$ cat config.mk
export PLATFORM = sky130hd
export DESIGN_NAME = l2c_miss_ctrl_nch_flat
export DESIGN_NICKNAME = d
export VERILOG_FILES = /design/src/rtl/l2c_miss_ctrl_nch_pkg.sv /design/src/rtl/l2c_miss_ctrl_nch_if.sv /design/src/rtl/l2c_miss_ctrl_nch_arb.sv /design/src/rtl/l2c_miss_ctrl_nch.sv /design/src/flat_wrapper.sv
export SDC_FILE = /design/constraint.sdc
export NUM_CORES = 1
export LEC_CHECK = 0
export ABC_AREA = 1
export BUFFER_PORTS_ARGS = -buffer_cell sky130_fd_sc_hd__buf_2
export CAP_MARGIN = 10
export CORE_UTILIZATION = 50
export DETAILED_ROUTE_END_ITERATION = 8
export PLACE_DENSITY = 0.76
export SYNTH_ARGS = -nofsm -noshare
export SYNTH_HDL_FRONTEND = slang
export SYNTH_SLANG_ARGS = --single-unit
$ cat constraint.sdc
create_clock -name clk_l2 -period 1.7 [get_ports clk_l2]
set_input_delay 0.085 -clock clk_l2 [delete_from_list [all_inputs] [get_ports clk_l2]]
set_output_delay 0.085 -clock clk_l2 [all_outputs]
set_load 0.02 [all_outputs]
$ cat src/rtl/l2c_miss_ctrl_nch_pkg.sv
// Shared types for the L2 miss/replacement controller: per-channel state encoding
// and the default channel count.
package RVS192_package;
  typedef enum logic [2:0] {
    ST_IDLE      = 3'd0,
    ST_WAIT_ACK  = 3'd1,
    ST_ARB       = 3'd2,
    ST_M_DIRTY   = 3'd3,
    ST_WB_WAIT   = 3'd4,
    ST_M_REPLACE = 3'd5
  } l2c_ch_state_e;

  localparam int L2C_DEFAULT_NUM_CH = 2;

  function automatic int ch_w(input int n);
    return (n > 1) ? $clog2(n) : 1;
  endfunction
endpackage

$ cat src/rtl/l2c_miss_ctrl_nch_if.sv
// L1-side handshake and shared memory-port bundle of the miss controller.
// master = controller, slave = L1 synchronisers / memory / write buffer.
interface l2c_miss_ctrl_nch_if #(
  parameter int NUM_CH  = 2,
  parameter int ACK_SRC = 2
);
  import RVS192_package::*;
  localparam int CH_W = ch_w(NUM_CH);

  logic [NUM_CH-1:0]         l1_replace_req;
  logic [NUM_CH-1:0]         miss;
  logic [NUM_CH-1:0]         dirty;
  logic [NUM_CH-1:0]         wb_read_tag_hit;
  logic [NUM_CH*ACK_SRC-1:0] replace_ack_sync;
  logic [NUM_CH-1:0]         replace_req;
  logic [NUM_CH-1:0]         update_ena;
  logic                      mem_dirty_req;
  logic                      mem_replace_req;
  logic                      mem_addr_sel;
  logic [CH_W-1:0]           mem_ch_id;
  logic                      mem_dirty_done;
  logic                      mem_replace_done;
  logic [NUM_CH-1:0]         ack_timeout_err;

  modport master (
    input  l1_replace_req, miss, dirty, wb_read_tag_hit, replace_ack_sync,
           mem_dirty_done, mem_replace_done,
    output replace_req, update_ena, mem_dirty_req, mem_replace_req,
           mem_addr_sel, mem_ch_id, ack_timeout_err
  );

  modport slave (
    output l1_replace_req, miss, dirty, wb_read_tag_hit, replace_ack_sync,
           mem_dirty_done, mem_replace_done,
    input  replace_req, update_ena, mem_dirty_req, mem_replace_req,
           mem_addr_sel, mem_ch_id, ack_timeout_err
  );
endinterface

$ cat src/rtl/l2c_miss_ctrl_nch_arb.sv
// Round-robin arbiter for the shared memory port. Grants only while the port is
// free; on release the search pointer moves to one past the last granted channel.
module l2c_rr_arbiter
  import RVS192_package::*;
#(
  parameter int NUM_CH = 2,
  localparam int CH_W  = ch_w(NUM_CH)
) (
  input  logic              clk,
  input  logic              rst_n,
  input  logic [NUM_CH-1:0] req,
  input  logic              busy,
  input  logic              rel,
  output logic [NUM_CH-1:0] gnt,
  output logic [CH_W-1:0]   gnt_id
);
  logic [CH_W-1:0] ptr, last;
  logic            found;

  always_comb begin
    gnt    = '0;
    gnt_id = '0;
    found  = 1'b0;
    for (int k = 0; k < NUM_CH; k++) begin
      if (!found && !busy && req[(int'(ptr) + k) % NUM_CH]) begin
        found = 1'b1;
        gnt[(int'(ptr) + k) % NUM_CH] = 1'b1;
        gnt_id = CH_W'((int'(ptr) + k) % NUM_CH);
      end
    end
  end

  always_ff @(posedge clk) begin
    if (!rst_n) begin
      ptr  <= '0;
      last <= '0;
    end else begin
      if (|gnt) last <= gnt_id;
      if (rel)  ptr  <= (last == CH_W'(NUM_CH - 1)) ? '0 : last + 1'b1;
    end
  end
endmodule

$ cat src/rtl/l2c_miss_ctrl_nch.sv
// NUM_CH-channel L2 miss/replacement controller sharing one memory port.
// Optional L1 ack timeout enabled by defining L2C_ACK_TIMEOUT_EN.
module l2c_miss_ctrl_nch
  import RVS192_package::*;
#(
  parameter int NUM_CH  = L2C_DEFAULT_NUM_CH,
  parameter int ACK_SRC = 2,
  parameter int TO_W    = 8
) (
  input logic                 clk_l2,
  input logic                 rst_n,
  l2c_miss_ctrl_nch_if.master bus
);
  localparam int CH_W = ch_w(NUM_CH);

  logic              owner_vld, owner_vld_n;
  logic [CH_W-1:0]   owner, owner_n, gnt_id;
  logic [NUM_CH-1:0] arb_req, gnt, rel_v, rreq_n, upd_n, to_hit, err_v;
  logic [NUM_CH-1:0] nxt_dirty, nxt_repl;
  logic              dreq_n, rpl_n;

  for (genvar i = 0; i < NUM_CH; i++) begin : g_ch
    l2c_ch_state_e      st, st_n;
    logic [ACK_SRC-1:0] ack;
    logic               is_own;

    assign ack          = bus.replace_ack_sync[i*ACK_SRC +: ACK_SRC];
    assign is_own       = owner_vld && (owner == CH_W'(i));
    assign arb_req[i]   = (st == ST_ARB);
    assign nxt_dirty[i] = (st_n == ST_M_DIRTY);
    assign nxt_repl[i]  = (st_n == ST_M_REPLACE);

    always_comb begin
      st_n      = st;
      rreq_n[i] = 1'b0;
      upd_n[i]  = 1'b0;
      rel_v[i]  = 1'b0;
      case (st)
        ST_IDLE:
          if (bus.l1_replace_req[i]) begin
            if (bus.miss[i]) begin
              st_n      = ST_WAIT_ACK;
              rreq_n[i] = 1'b1;
            end else begin
              upd_n[i]  = 1'b1;
            end
          end
        ST_WAIT_ACK:
          if ((|ack) || to_hit[i]) st_n = ST_ARB;
        ST_ARB:
          if (gnt[i])
            st_n = bus.dirty[i]           ? ST_M_DIRTY :
                   bus.wb_read_tag_hit[i] ? ST_WB_WAIT : ST_M_REPLACE;
        ST_M_DIRTY:
          if (is_own && bus.mem_dirty_done)
            st_n = bus.wb_read_tag_hit[i] ? ST_WB_WAIT : ST_M_REPLACE;
        ST_WB_WAIT:
          if (!bus.wb_read_tag_hit[i]) st_n = ST_M_REPLACE;
        ST_M_REPLACE:
          if (is_own && bus.mem_replace_done) begin
            st_n      = ST_IDLE;
            upd_n[i]  = 1'b1;
            rel_v[i]  = 1'b1;
          end
        default: st_n = ST_IDLE;
      endcase
    end

    always_ff @(posedge clk_l2) begin
      if (!rst_n) st <= ST_IDLE;
      else        st <= st_n;
    end

`ifdef L2C_ACK_TIMEOUT_EN
    logic [TO_W-1:0] to_cnt;
    logic            to_err;

    // Expires on the all-ones cycle only if no ack arrived in that same cycle.
    assign to_hit[i] = (st == ST_WAIT_ACK) && (&to_cnt) && !(|ack);
    assign err_v[i]  = to_err;

    always_ff @(posedge clk_l2) begin
      if (!rst_n) begin
        to_cnt <= '0;
        to_err <= 1'b0;
      end else begin
        if (st != ST_WAIT_ACK)  to_cnt <= '0;
        else                    to_cnt <= to_cnt + 1'b1;
        if (to_hit[i])          to_err <= 1'b1;
      end
    end
`else
    assign to_hit[i] = 1'b0;
    assign err_v[i]  = 1'b0;
`endif
  end

  l2c_rr_arbiter #(.NUM_CH(NUM_CH)) u_arb (
    .clk    (clk_l2),
    .rst_n  (rst_n),
    .req    (arb_req),
    .busy   (owner_vld),
    .rel    (|rel_v),
    .gnt    (gnt),
    .gnt_id (gnt_id)
  );

  // Grant and release are mutually exclusive: grants need a free port.
  always_comb begin
    owner_vld_n = owner_vld;
    owner_n     = owner;
    if (|rel_v) begin
      owner_vld_n = 1'b0;
      owner_n     = '0;
    end else if (|gnt) begin
      owner_vld_n = 1'b1;
      owner_n     = gnt_id;
    end
    dreq_n = owner_vld_n && nxt_dirty[owner_n];
    rpl_n  = owner_vld_n && nxt_repl[owner_n];
  end

  always_ff @(posedge clk_l2) begin
    if (!rst_n) begin
      owner_vld           <= 1'b0;
      owner               <= '0;
      bus.replace_req     <= '0;
      bus.update_ena      <= '0;
      bus.mem_dirty_req   <= 1'b0;
      bus.mem_replace_req <= 1'b0;
      bus.mem_addr_sel    <= 1'b0;
      bus.mem_ch_id       <= '0;
    end else begin
      owner_vld           <= owner_vld_n;
      owner               <= owner_n;
      bus.replace_req     <= rreq_n;
      bus.update_ena      <= upd_n;
      bus.mem_dirty_req   <= dreq_n;
      bus.mem_replace_req <= rpl_n;
      bus.mem_addr_sel    <= dreq_n;
      bus.mem_ch_id       <= (dreq_n || rpl_n) ? owner_n : '0;
    end
  end

  assign bus.ack_timeout_err = err_v;
endmodule

$ cat src/flat_wrapper.sv
// flat-port wrapper written by rule: the top's interface ports become plain ports
module l2c_miss_ctrl_nch_flat import RVS192_package::*;
#(
  parameter int NUM_CH  = L2C_DEFAULT_NUM_CH,
  parameter int ACK_SRC = 2,
  parameter int TO_W    = 8
)
  (clk_l2, rst_n, bus_l1_replace_req, bus_miss, bus_dirty, bus_wb_read_tag_hit, bus_replace_ack_sync, bus_mem_dirty_done, bus_mem_replace_done, bus_replace_req, bus_update_ena, bus_mem_dirty_req, bus_mem_replace_req, bus_mem_addr_sel, bus_mem_ch_id, bus_ack_timeout_err);
  l2c_miss_ctrl_nch_if #(.NUM_CH(NUM_CH), .ACK_SRC(ACK_SRC)) bus_i ();
  input logic clk_l2;
  input logic rst_n;
  input wire logic [$bits(bus_i.l1_replace_req)-1:0] bus_l1_replace_req;
  input wire logic [$bits(bus_i.miss)-1:0] bus_miss;
  input wire logic [$bits(bus_i.dirty)-1:0] bus_dirty;
  input wire logic [$bits(bus_i.wb_read_tag_hit)-1:0] bus_wb_read_tag_hit;
  input wire logic [$bits(bus_i.replace_ack_sync)-1:0] bus_replace_ack_sync;
  input wire logic [$bits(bus_i.mem_dirty_done)-1:0] bus_mem_dirty_done;
  input wire logic [$bits(bus_i.mem_replace_done)-1:0] bus_mem_replace_done;
  output wire logic [$bits(bus_i.replace_req)-1:0] bus_replace_req;
  output wire logic [$bits(bus_i.update_ena)-1:0] bus_update_ena;
  output wire logic [$bits(bus_i.mem_dirty_req)-1:0] bus_mem_dirty_req;
  output wire logic [$bits(bus_i.mem_replace_req)-1:0] bus_mem_replace_req;
  output wire logic [$bits(bus_i.mem_addr_sel)-1:0] bus_mem_addr_sel;
  output wire logic [$bits(bus_i.mem_ch_id)-1:0] bus_mem_ch_id;
  output wire logic [$bits(bus_i.ack_timeout_err)-1:0] bus_ack_timeout_err;
  assign bus_i.l1_replace_req = bus_l1_replace_req;
  assign bus_i.miss = bus_miss;
  assign bus_i.dirty = bus_dirty;
  assign bus_i.wb_read_tag_hit = bus_wb_read_tag_hit;
  assign bus_i.replace_ack_sync = bus_replace_ack_sync;
  assign bus_i.mem_dirty_done = bus_mem_dirty_done;
  assign bus_i.mem_replace_done = bus_mem_replace_done;
  assign bus_replace_req = bus_i.replace_req;
  assign bus_update_ena = bus_i.update_ena;
  assign bus_mem_dirty_req = bus_i.mem_dirty_req;
  assign bus_mem_replace_req = bus_i.mem_replace_req;
  assign bus_mem_addr_sel = bus_i.mem_addr_sel;
  assign bus_mem_ch_id = bus_i.mem_ch_id;
  assign bus_ack_timeout_err = bus_i.ack_timeout_err;
  l2c_miss_ctrl_nch #(.NUM_CH(NUM_CH), .ACK_SRC(ACK_SRC), .TO_W(TO_W)) u_core (.clk_l2(clk_l2), .rst_n(rst_n), .bus(bus_i));
endmodule
After elaboration in Yosys (flattened, before gate mapping)
Index checks and enable logic that the tools add are counted.
{"block": "word_totals", "regBits": 17, "input_bits": 16, "word_cells": 116}
{"block": "classes", "addsub": 2, "magnitude_cmp": 5, "eq_ne": 14, "muxes": 55, "bitwise_logic": 3, "n_reduce_logical": 25}
{"operator": "3-bit two-way mux", "n": 16}
{"operator": "3-bit one-hot mux with 6 select lines", "n": 2}
{"operator": "1-bit two-way mux", "n": 31}
{"operator": "3-bit by 2-bit == test with 1-bit output (second input constant)", "n": 6}
{"operator": "3-bit == test (second input constant)", "n": 6}
{"operator": "1-bit logical AND", "n": 13}
{"operator": "2-bit OR reduction", "n": 4}
{"operator": "3-bit by 1-bit == test with 1-bit output (second input constant)", "n": 2}
{"operator": "3-bit logical NOT", "n": 2}
{"operator": "3-bit AND reduction", "n": 2}
{"operator": "1-bit by 2-bit less-than comparator with 1-bit output (second input constant)", "n": 2}
{"operator": "2-bit two-way mux", "n": 2}
{"operator": "1-bit one-hot mux with 2 select lines", "n": 2}
{"operator": "2-bit by 3-bit less-than comparator with 1-bit output (second input constant)", "n": 1}
{"operator": "1-bit adder (second input constant)", "n": 2}
{"operator": "1-bit demux with 1-bit select", "n": 2}
{"operator": "2-bit by 1-bit >= comparator with 1-bit output (second input constant)", "n": 1}
{"operator": "1-bit logical NOT", "n": 2}
{"operator": "2-bit bitwise OR", "n": 1}
{"operator": "2-bit AND reduction", "n": 1}
{"operator": "1-bit bitwise AND (first input constant)", "n": 1}
{"operator": "1-bit >= comparator (second input constant)", "n": 1}
{"operator": "1-bit logical OR", "n": 1}
{"operator": "1-bit inverter", "n": 1}

Longest topological paths before layout
{"block": "logic_depth", "word_depth": 17, "ltp_mapped": 12, "mapped_depth_nobuf": 12}

Cells and area by module
Synthesis repeated with hierarchy kept, for this count alone.
{"block": "unflattened", "cells_unflattened": 168, "hier_area_um2": 1037.2}
{"mod": "l2c_miss_ctrl_nch", "n_inst": 1, "cells_per_inst": 151, "area_per_inst_um2": 917.1, "seq_area_each_um2": 300.3}
{"mod": "l2c_rr_arbiter", "n_inst": 1, "cells_per_inst": 17, "area_per_inst_um2": 120.1, "seq_area_each_um2": 40.0}

Worst setup path after synthesis
Ideal clock, no wire load.
{"block": "synth_path", "path_kind": "register to register", "start": "register u_core.g_ch[1].st[2]", "end": "register u_core.bus.mem_ch_id", "setup_ns": 0.070, "arrival_time_ns": 1.219, "required_time_ns": 1.630, "path_slack_ns": 0.411, "stages_incl_launch_ff": 12, "cell_sequence": "dfxtp_1 nor2_2 nand3_2 clkinv_2 nand2_4 nand2_4 nand2_4 inv_1 nand2_1 nand2_1 nand3_1 a21oi_1"}
{"block": "synth_via", "elab_chain_len": 17}
{"element": "from (decl)", "line_no": "l2c_miss_ctrl_nch.sv:23", "rtl": "l2c_ch_state_e st, st_n;"}
{"element": "from (signal assigned)", "line_no": "l2c_miss_ctrl_nch.sv:71", "rtl": "else st <= st_n;"}
{"element": "3-bit by 2-bit == test with 1-bit output", "line_no": "l2c_miss_ctrl_nch.sv:29, l2c_miss_ctrl_nch.sv:38"}
{"element": "1-bit two-way mux (implied by the code) (2 in series)", "line_no": "l2c_miss_ctrl_nch_arb.sv:25", "rtl": "if (!found && !busy && req[(int'(ptr) + k) % NUM_CH]) begin"}
{"element": "1-bit logical AND", "line_no": "l2c_miss_ctrl_nch_arb.sv:25"}
{"element": "1-bit two-way mux", "line_no": "l2c_miss_ctrl_nch_arb.sv:25"}
{"element": "1-bit logical NOT", "line_no": "l2c_miss_ctrl_nch_arb.sv:25"}
{"element": "1-bit logical AND (2 in series)", "line_no": "l2c_miss_ctrl_nch_arb.sv:25"}
{"element": "2-bit two-way mux", "line_no": "l2c_miss_ctrl_nch_arb.sv:25"}
{"element": "3-bit two-way mux / 2-bit OR reduction (equally long branches)", "line_no": "l2c_miss_ctrl_nch.sv:51, l2c_miss_ctrl_nch.sv:115"}
{"element": "3-bit one-hot mux with 6 select lines / 1-bit two-way mux (equally long branches)", "line_no": "l2c_miss_ctrl_nch.sv:38, l2c_miss_ctrl_nch.sv:115"}
{"element": "3-bit by 2-bit == test with 1-bit output, or another cell as far along", "line_no": "l2c_miss_ctrl_nch.sv:30", "rtl": "assign nxt_dirty[i] = (st_n == ST_M_DIRTY);"}
{"element": "1-bit two-way mux (on tied branches) (2 in series)", "line_no": "l2c_miss_ctrl_nch.sv:119, l2c_miss_ctrl_nch.sv:120"}
{"element": "1-bit logical AND (on tied branches)", "line_no": "l2c_miss_ctrl_nch.sv:119, l2c_miss_ctrl_nch.sv:120"}
{"element": "1-bit logical OR", "line_no": "l2c_miss_ctrl_nch.sv:141", "rtl": "bus.mem_ch_id <= (dreq_n || rpl_n) ? owner_n : '0;"}
{"element": "2-bit AND reduction (no source line)"}
{"element": "to (signal assigned)", "line_no": "l2c_miss_ctrl_nch.sv:141"}
{"element": "to (decl)", "line_no": "l2c_miss_ctrl_nch_if.sv:29", "rtl": "mem_addr_sel, mem_ch_id, ack_timeout_err"}
Parallel ways exist; a longest one is shown, timed or not. The select of a mux whose other input is x is not followed.
A chain may end at the register's enable or synchronous reset.

Worst setup path in the final report
Same ends and word-level chain as after synthesis.

==> metrics.txt <==
reg-to-reg startpoint u_core.g_ch[1].st[2]; vias in the first global route 858; CP arrival 1.78 ns; Initial Util between 50% and 60%; Syn Area/Cell 6.44 um^2; GP Congestion 0.899; min-delay src rst_n; fin crit period 1.55 ns; Post CTS Setup Buffer Count 0; fillers 187; post-synth cell types 21; RSZ-0062 raised after global routing no; root buffer cell clkbuf_4; combinational fraction of design power between 30% and 40%; hold crit path type primary input to flop; Final Hold Fails 0; Synth warnings 0; status complete, no violations; sequential cell area 342 um^2; WP data required around 1.9 ns; vias roughly 1000; total CTS buffers 3; Die Area 2150 um^2; vias per cell a little over 5; switching fraction of total power 37.7%; # resized after CTS 0; clk_skew 0.00537 ns; post-synthesis sequential area ratio 34.5%; DRC errors left 0; maxcap violations 0; H-tree Lvls 1; Reg power frac 47.1%; Cell Int Power around 0.64 mW; Final TNS setup 0 ns; synthesized flop and latch total 17; chip width 46.4 um; IO buf count 23; setup violators final 0; critical path startpoint u_core.g_ch[1].st[2]; fmax 646 MHz; Area growth syn-to-layout 15.9%; clock sink count 17; Pwr Total 1.02 mW; synthesized area 986 um^2; Slew Viols, Final 0; largest net degree at the start of global routing 11; CP Capture Type flop; CP Max Fanout 6; CTS tree yes; CTS max path bufs 2; leakage power slightly above 0.6 nW; hold_buf cts 0; fin nets 195; # IOs 26; PwrDens 892 nW/um^2; P_sw 0.384 mW; share of cells above drive strength 1 about 22%; routed len/inst 10.5 um; Post-DP HPWL 1720 um; total global routing overflow 0; drt first pass iters 4; critical path class flop to flop; global-route wire length before repair 3430 um; Die Y around 46 um; initial DRC count 22; # diodes 0; final wirelength 2120 um; multi-input gate area in the final layout 520 um^2; worst-skew pair later-pin latency ~0.3 ns; antenna-violating nets left 0; Reg clk slew, reported paths 0.10 ns; peak supply drop 0.510 mV; total track usage 22.3%; Clock power frac 21.8%; CP Launch Type flop; Final Cycle Share 91.0%; Cells after Synth 153; initial antenna violation count 0; Core Area 1780 um^2; Std-Cell Rows 15
layout by cell type (no fill, tap or decap), drive strengths merged:
cell type and n:
a21oi 7, a31oi 3, buf 23, clkbuf 3
clkinv 3, conb 2, dfxtp 17, inv 26
nand2 35, nand3 23, nand4 5, nor2 23
o211ai 2, o21a 1, o21ai 5
worst max-delay path, cell delays in order (launching register included):
cell      delay (ns)
dfxtp_1         0.37
nor2_2          0.20
nand3_2         0.14
clkinv_2        0.10
nand2_4         0.05
nand2_4         0.08
nand2_4         0.06
nand2_1         0.05
nand2_1         0.06
nor2_1          0.11
nand3_1         0.10
a21oi_1         0.15
cells in the mapped netlist:
library cell,number,area share [%]
nand4_1,5,3.2
o21a_1,1,0.76
nand2_2,1,0.63
o211ai_1,2,1.5
dfxtp_1,17,35
nand2_1,31,12
nor2_4,1,1.1
a21oi_1,7,3.6
nor2_2,2,1.3
buf_4,3,2.3
clkinv_2,1,0.51
o21ai_0,5,2.5
conb_1,1,0.38
inv_2,2,0.76
nand2_4,3,3.4
inv_1,24,9.1
a31oi_1,3,1.9
clkinv_1,1,0.38
nand3_2,2,2.0
nor2_1,20,7.6
nand3_1,21,11
worst paths after layout:
kind                                to  slack (ns)  cells after the start
hold / removal    u_core.g_ch[0].st[0]        0.05                      3
hold reg to reg       u_core.u_arb.ptr        0.47                      1
setup / recovery  u_core.bus.mem_ch_id        0.15                     11
setup reg to reg  u_core.bus.mem_ch_id        0.15                     11
power by group through the flow:
| stage | clock network [mW] | registers (mW) | logic [mW] |
|---|---|---|---|
| after floorplan | 0 | 0.488 | 0.231 |
| after global placement | 0 | 0.484 | 0.309 |
| after global routing | 0.243 | 0.487 | 0.358 |
| after CTS | 0.229 | 0.477 | 0.314 |
| after detailed placement | 0 | 0.487 | 0.311 |
| final | 0.222 | 0.480 | 0.317 |
area by class of cell:
| cell class | instances | share of cell area [%] |
|---|---|---|
| clock buffers | 3 | 1.97 |
| clock inverters | 1 | 0.438 |
| inverters | 28 | 9.31 |
| multi-input cells | 106 | 45.6 |
| flip-flops and latches | 17 | 29.9 |
| well taps | 25 | 2.74 |
| repair buffers | 23 | 10.1 |
layer usage:
metal	routed length (um)	part of all wire [%]	GRT usage, %
met5	0	0	0
met4	38	1.8	8.82
met3	106	5.0	3.92
met2	922	43	35.0
met1	1060	50	30.0
per-stage QoR:
step / setup slack (ns) / util [%] / instance area [um^2] / cells / hold WS [ns]
after floorplan: 0.411 / - / 990 / 154 / 0.183
after global placement: 0.221 / 62.5 / 1110 / 199 / 0.341
after detailed placement: 0.213 / 62.5 / 1110 / 199 / 0.358
after CTS: 0.179 / 64.0 / 1140 / 203 / 0.0448
after global routing: 0.0103 / 64.1 / 1140 / 203 / 0.0541
final: 0.153 / 64.1 / 1140 / 203 / 0.0536
flip-flops by register name, summed over array words and instances (netlist names):
name                        count
u_core.owner                    1
u_core.bus.mem_replace_req      1
u_core.owner_vld                1
u_core.u_arb.last               1
u_core.bus.mem_dirty_req        1
u_core.u_arb.ptr                1
u_core.bus.replace_req          2
u_core.bus.mem_ch_id            1
u_core.bus.update_ena           2
u_core.g_ch.st                  6
logic make-up after synthesis:
family	count (synthesis)	share of synthesized area (%)
AOI/OAI and AO/OA	18	10.3
buffers and inverters	31	13.1
DFF	17	34.5
other	1	0.380
and+or+nand+nor	86	41.8
(Power assumes the default switching activity.)
